**src/rtl/corelet_seq.sv**
```systemverilog
// Layer sequencer for the corelet datapath. For each kernel position it fills
// and loads weights, streams activations, and drains OFIFO rows to psum memory.
module corelet_seq #(
   parameter int row    = 8,
   parameter int col    = 8,
   parameter int AW     = 11,
   parameter int XW     = 7,
   parameter int KW     = 4,
   parameter int W_BASE = 0,
   parameter int X_BASE = 1024
) (
   input  logic          clk,
   input  logic          reset,
   input  logic          start,
   input  logic [XW-1:0] num_x,
   input  logic [KW-1:0] num_k,
   input  logic          relu_en,
   output logic          busy,
   output logic          done,
   output logic          mem_rd,
   output logic [AW-1:0] mem_addr,
   output logic          l0_wr,
   output logic          l0_rd,
   input  logic          l0_ready,
   output logic [2:0]    inst_w,
   input  logic          ofifo_valid,
   output logic          ofifo_rd,
   output logic          psum_wr,
   output logic [XW-1:0] psum_addr,
   output logic          sfp_acc,
   output logic          sfp_mode
);

   localparam int CW = $clog2(col + 1);
   localparam int NW = (XW > CW) ? XW : CW;
   localparam int LW = $clog2(col + row + 1);

   typedef enum logic [2:0] {IDLE, W_FILL, W_LOAD, X_STREAM, DRAIN, DONE} state_t;

   state_t        state, next;
   logic [KW-1:0] k, nk;
   logic [XW-1:0] nx;
   logic [NW-1:0] nx_n;
   logic [NW-1:0] issue_cnt, exec_cnt, rd_cnt, occ;
   logic [LW-1:0] load_cnt;
   logic          relu;

   assign nx_n      = NW'(nx);
   assign psum_wr   = ofifo_rd;
   assign psum_addr = rd_cnt[XW-1:0];
   assign sfp_mode  = relu;

   always_comb begin
      next     = state;
      busy     = 1'b0;
      done     = 1'b0;
      mem_rd   = 1'b0;
      mem_addr = '0;
      l0_rd    = 1'b0;
      inst_w   = 3'b000;
      ofifo_rd = 1'b0;
      sfp_acc  = 1'b0;
      case (state)
         IDLE: begin
            if (start)
               next = (num_x != '0 && num_k != '0) ? W_FILL : DONE;
         end
         W_FILL: begin
            busy = 1'b1;
            if (issue_cnt < NW'(col)) begin
               mem_rd   = l0_ready;
               mem_addr = AW'(W_BASE) + AW'(k * col) + AW'(issue_cnt);
            end else begin
               // issue_cnt reaches col the cycle the final l0_wr lands
               next = W_LOAD;
            end
         end
         W_LOAD: begin
            busy = 1'b1;
            if (load_cnt < LW'(col)) begin
               l0_rd  = 1'b1;
               inst_w = 3'b001;
            end
            if (load_cnt == LW'(col + row - 1))
               next = X_STREAM;
         end
         X_STREAM: begin
            busy = 1'b1;
            if (issue_cnt < nx_n) begin
               mem_rd   = l0_ready;
               mem_addr = AW'(X_BASE) + AW'(issue_cnt);
            end
            if (occ != '0 && exec_cnt < nx_n) begin
               l0_rd  = 1'b1;
               inst_w = 3'b010;
            end
            ofifo_rd = ofifo_valid && (rd_cnt < nx_n);
            sfp_acc  = (k != '0);
            if (exec_cnt == nx_n)
               next = DRAIN;
         end
         DRAIN: begin
            busy     = 1'b1;
            ofifo_rd = ofifo_valid && (rd_cnt < nx_n);
            sfp_acc  = (k != '0);
            if (rd_cnt == nx_n)
               next = (k == nk - KW'(1)) ? DONE : W_FILL;
         end
         DONE: begin
            done = 1'b1;
            next = IDLE;
         end
         default: next = IDLE;
      endcase
   end

   always_ff @(posedge clk) begin
      if (!reset) begin
         state     <= IDLE;
         k         <= '0;
         nk        <= '0;
         nx        <= '0;
         relu      <= 1'b0;
         issue_cnt <= '0;
         exec_cnt  <= '0;
         rd_cnt    <= '0;
         occ       <= '0;
         load_cnt  <= '0;
         l0_wr     <= 1'b0;
      end else begin
         state <= next;
         l0_wr <= mem_rd;
         if (l0_wr && !l0_rd)
            occ <= occ + NW'(1);
         else if (!l0_wr && l0_rd)
            occ <= occ - NW'(1);
         case (state)
            IDLE: begin
               if (start) begin
                  nx        <= num_x;
                  nk        <= num_k;
                  relu      <= relu_en;
                  k         <= '0;
                  issue_cnt <= '0;
                  exec_cnt  <= '0;
                  rd_cnt    <= '0;
               end
            end
            W_FILL: begin
               if (mem_rd)
                  issue_cnt <= issue_cnt + NW'(1);
               if (next == W_LOAD) begin
                  issue_cnt <= '0;
                  load_cnt  <= '0;
               end
            end
            W_LOAD: load_cnt <= load_cnt + LW'(1);
            X_STREAM: begin
               if (mem_rd)
                  issue_cnt <= issue_cnt + NW'(1);
               if (l0_rd)
                  exec_cnt <= exec_cnt + NW'(1);
               if (ofifo_rd)
                  rd_cnt <= rd_cnt + NW'(1);
            end
            DRAIN: begin
               if (ofifo_rd)
                  rd_cnt <= rd_cnt + NW'(1);
               if (next == W_FILL) begin
                  k         <= k + KW'(1);
                  issue_cnt <= '0;
                  exec_cnt  <= '0;
                  rd_cnt    <= '0;
               end
            end
            default: ;
         endcase
      end
   end

endmodule

```
**config.mk**
```make
export PLATFORM = sky130hd
export DESIGN_NAME = corelet_seq
export DESIGN_NICKNAME = d
export VERILOG_FILES = /design/src/rtl/corelet_seq.sv
export SDC_FILE = /design/constraint.sdc
export NUM_CORES = 1
export LEC_CHECK = 0
export CAP_MARGIN = 20
export CORE_MARGIN = 5
export CORE_UTILIZATION = 50
export DETAILED_ROUTE_END_ITERATION = 10
export HOLD_SLACK_MARGIN = 0.15
export PLACE_DENSITY_LB_ADDON = 0.1
export SETUP_SLACK_MARGIN = 0.4
export SLEW_MARGIN = 20
export SYNTH_ARGS = -nofsm -noshare
export SYNTH_HDL_FRONTEND = slang
export SYNTH_SLANG_ARGS = --single-unit
export TNS_END_PERCENT = 20
```
**constraint.sdc**
```tcl
create_clock -name clk -period 3.5 [get_ports clk]
set_clock_uncertainty 0.15 [all_clocks]
set_input_delay 1.05 -clock clk [delete_from_list [all_inputs] [get_ports clk]]
set_output_delay 1.05 -clock clk [all_outputs]
set_load 0.005 [all_outputs]
```
==> flow_summary_export.csv <==
group,metric,value,unit
run_status,status,"complete, no violations",
detailed_routing,drt_iter0_drc,136,
sta,setup_tns,0,ns
power_and_ir_drop,combPwrFrac,20.2,%
detailed_routing,antenna_left,0,
finish,stdcell_count,589,
logic_synthesis,postSynth.asyncResetShare,0,%
detailed_routing,wirelength,8.94,mm
worst_setup_path,cp-start-kind,"flop",
sta,rsz0062_at_grt,"yes",
worst_hold_path,hold_path_depth,2,
sta,maxSlewViolCount,0,
finish,final_nets,550,
place,dpl.hpwl,6.59,mm
worst_setup_path,cp.arrival,2.06,ns
power_and_ir_drop,net-switching-power,0.000364,W
logic_synthesis,ys_ff_latch,53,
sta,max_freq,306,MHz
clocking,clk_latency,0.31,ns
logic_synthesis,synth_edf_count,0,
logic_synthesis,synthXorXnorAreaFrac,6.15,%
logic_synthesis,synthAdderAreaFrac,15.0,%
finish,syn_to_final_growth,29.3,%
finish,fill_cells,594,
global_route,grtUsageTotal,21.2,%
power_and_ir_drop,p_int,0.000918,W
sta,period_needed,3.26,ns
finish,seqCellArea,1090,um2
sta,setup_viol,0,
power_and_ir_drop,swShare,28.4,%
detailed_routing,vias,3225,
logic_synthesis,post_synth_and_or_nand_nor_area_fraction,24.3,%
clocking,path_clk_slew,0.10,ns
logic_synthesis,syn-cell-area,3520,um2
power_and_ir_drop,powerDensity,282,nW/um2
power_and_ir_drop,clkPwrFrac,30.1,%
sta,timing.final.crit_share,93.2,%
clocking,clock-sinks,53,
worst_setup_path,cp_max_fo,4,
logic_synthesis,synth-compound-area-share,17.7,%
sta,holdWs,0.312,ns
worst_hold_path,hold_class,"reg -> reg",
global_route,grt_max_degree,18,
power_and_ir_drop,pwr-share-seq,49.7,%
logic_synthesis,syn_area_per_cell,8.34,um2
worst_setup_path,worstSetupPathType,"reg -> out",
worst_setup_path,rr_worst_depth,16,
global_route,grt_overflow,0,
sta,hold_viol_final,0,
die,die_w,93.9,um
power_and_ir_drop,peakVddDrop,220,uV
global_route,grt_antenna_before_repair,0,
global_route,grt_pass1_vias,3175,
detailed_routing,drc,0,
clocking,cts_tree,"yes",
logic_synthesis,synth_mux_area_share,1.74,%
die,ios,47,
logic_synthesis,synthCells,422,
clocking,h-tree-depth,2,
place,io_buffers,43,
finish,diodes,0,
clocking,cts_buffers,5,
clocking,root_buffer,"clkbuf_8",
place,gp_congestion,0.896,
die,die_h,93.9,um
detailed_routing,drtPass1Iterations,4,
die,row_count,30,
power_and_ir_drop,power.leakage,1.90,nW
logic_synthesis,yosysWarnings,0,
sta,fin_ws,0.237,ns
detailed_routing,vias_per_cell,5.48,
clocking,clockBufferDepth,2,
logic_synthesis,ys_seq_area_share,30.1,%
job,maxCapViolations,0,
worst_setup_path,worstPathRequired,2.30,ns
die,core_area,6830,um2
die,die_area,8820,um2
logic_synthesis,synth_top_family_by_area,"simple AND/OR/NAND/NOR gates",
finish,multi_input_area,2470,um2
die,start_util,51.5,%
finish,layout-drive-gt1-share,21.7,%
place,place_inst,565,
sta,relSlewSlack,63.8,%
worst_setup_path,critPathCaptureType,"output port",
logic_synthesis,synthDistinctLibCells,59,
global_route,grt_pass1_wl,15.0,mm
detailed_routing,wl_per_cell,15.2,um
place,pre_cts_ws,-0.0122,ns
sta,worstMarginPinSlew,0.539,ns
logic_synthesis,synthFlopType,"dfxtp_1",
clocking,hold_buffers,0,
[final timing paths]
kind                            slack, ns     endpoint  start
worst min register to register       0.31        nx[4]  nx[4]
worst min-delay path                 0.31        nx[4]  nx[4]
worst max register to register       0.25       occ[6]  nx[1]
worst max-delay path                 0.24  mem_addr[6]  nx[1]
[sequential cells by signal, summed over array words and instances, names as in the netlist]
name	cells
l0_wr	1
k	4
exec_cnt	7
nk	4
state	3
issue_cnt	7
psum_addr	7
load_cnt	5
nx	7
sfp_mode	1
occ	7
[power by group through the flow]
stage          combinational (W)  clock [W]  sequential, W
2_1_floorplan           0.000160          0       0.000645
4_1_cts                 0.000246   0.000395       0.000638
3_3_place_gp            0.000228          0       0.000650
3_5_place_dp            0.000234          0       0.000651
5_1_grt                 0.000287   0.000426       0.000640
6_report                0.000259   0.000385       0.000637
[layout by cell type (no fill, tap or decap), drive strengths merged, types with 7 or more instances in the layout]
cell type and instances:
nor2b 8, a21oi 43, or3 9, dfxtp 53, o211ai 7, nand2 46, nor3 7, nor2 42
xor2 8, a21o 9, o21ai 14, clkbuf 7, xnor2 14, buf 38, nand4 7, ha 39
dlygate4sd2 9, inv 24, nand3 14, clkdlybuf4s50 29
[per-layer routing]
layer / track usage, % / part of all wire, % / vias to the layer above
met5: 0 / 0 / -
met4: 5.78 / 1.3 / 0
met3: 4.49 / 3.3 / 8
met2: 35.2 / 50 / 63
met1: 27.8 / 45 / 1523
li1: - / - / 1631
[cells by family after synthesis]
family,count (synthesis)
and+or+nand+nor,159
AOI/OAI and AO/OA,99
DFF,53
adders and majority gates,41
buffers and inverters,40
xor gates and xnor gates,23
muxes,6
other,1
[area by class of cell]
class                   count  share of cell area [%]
well taps                  96                    2.64
clock buffers               7                    2.12
inverters                  24                    2.15
repair buffers             77                    14.9
flip-flops and latches     53                    23.9
clock inverters             1                   0.110
multi-input cells         331                    54.3
[timing repair]
item / CTS / global route
buffers inserted: 9 / 7
gates cloned: 0 / 0
setup endpoints to repair: 20 / 22
resized for setup: 51 / 27
pin swaps: 13 / 9
[cell usage after synthesis (2+ instances only)]
master / instances / share of area, %
inv_1: 24 / 2.6
a22o_1: 4 / 1.0
o31ai_1: 3 / 0.64
o211ai_1: 7 / 1.5
fa_1: 2 / 1.1
and3_1: 2 / 0.36
o21ai_0: 11 / 1.6
xor2_1: 8 / 2.0
or2_2: 2 / 0.36
a21oi_1: 42 / 6.0
o21ai_1: 2 / 0.28
nand4_1: 7 / 1.2
a211o_1: 2 / 0.50
xnor2_1: 14 / 3.5
nor4b_2: 3 / 1.3
a211oi_1: 3 / 0.64
or3_1: 9 / 1.6
or4_1: 4 / 0.85
buf_4: 4 / 0.85
dfxtp_1: 53 / 30
mux2i_1: 5 / 1.4
nor4_1: 4 / 0.71
nor2b_1: 8 / 1.4
a21o_1: 9 / 1.9
a22oi_1: 3 / 0.64
a31o_2: 2 / 0.50
nand3_1: 14 / 2.0
nand2_1: 45 / 4.8
ha_1: 39 / 14
nor3_1: 6 / 0.85
a31oi_1: 2 / 0.36
nor2_1: 41 / 4.4
o22ai_1: 3 / 0.53
clkbuf_1: 6 / 0.64
buf_2: 5 / 0.71
[metrics by stage]
stage | total power [W] | utilization, % | instance area, um2
floorplan | 0.000806 | - | 3550
global placement | 0.000878 | 60.9 | 4160
detailed placement | 0.000884 | 60.9 | 4160
CTS | 0.00128 | 64.7 | 4420
global route | 0.00135 | 66.6 | 4550
finish | 0.00128 | 66.6 | 4550
[critical path, cell delays in order, from the launching register on]
cell           delay [ns]
dfxtp_2              0.34
inv_2                0.05
ha_1                 0.28
nand2_1              0.06
o21ai_1              0.18
a21oi_2              0.10
buf_6                0.13
buf_4                0.13
a22o_1               0.22
dlygate4sd2_1        0.26
No activity file was read; power rests on OpenSTA's default activity.
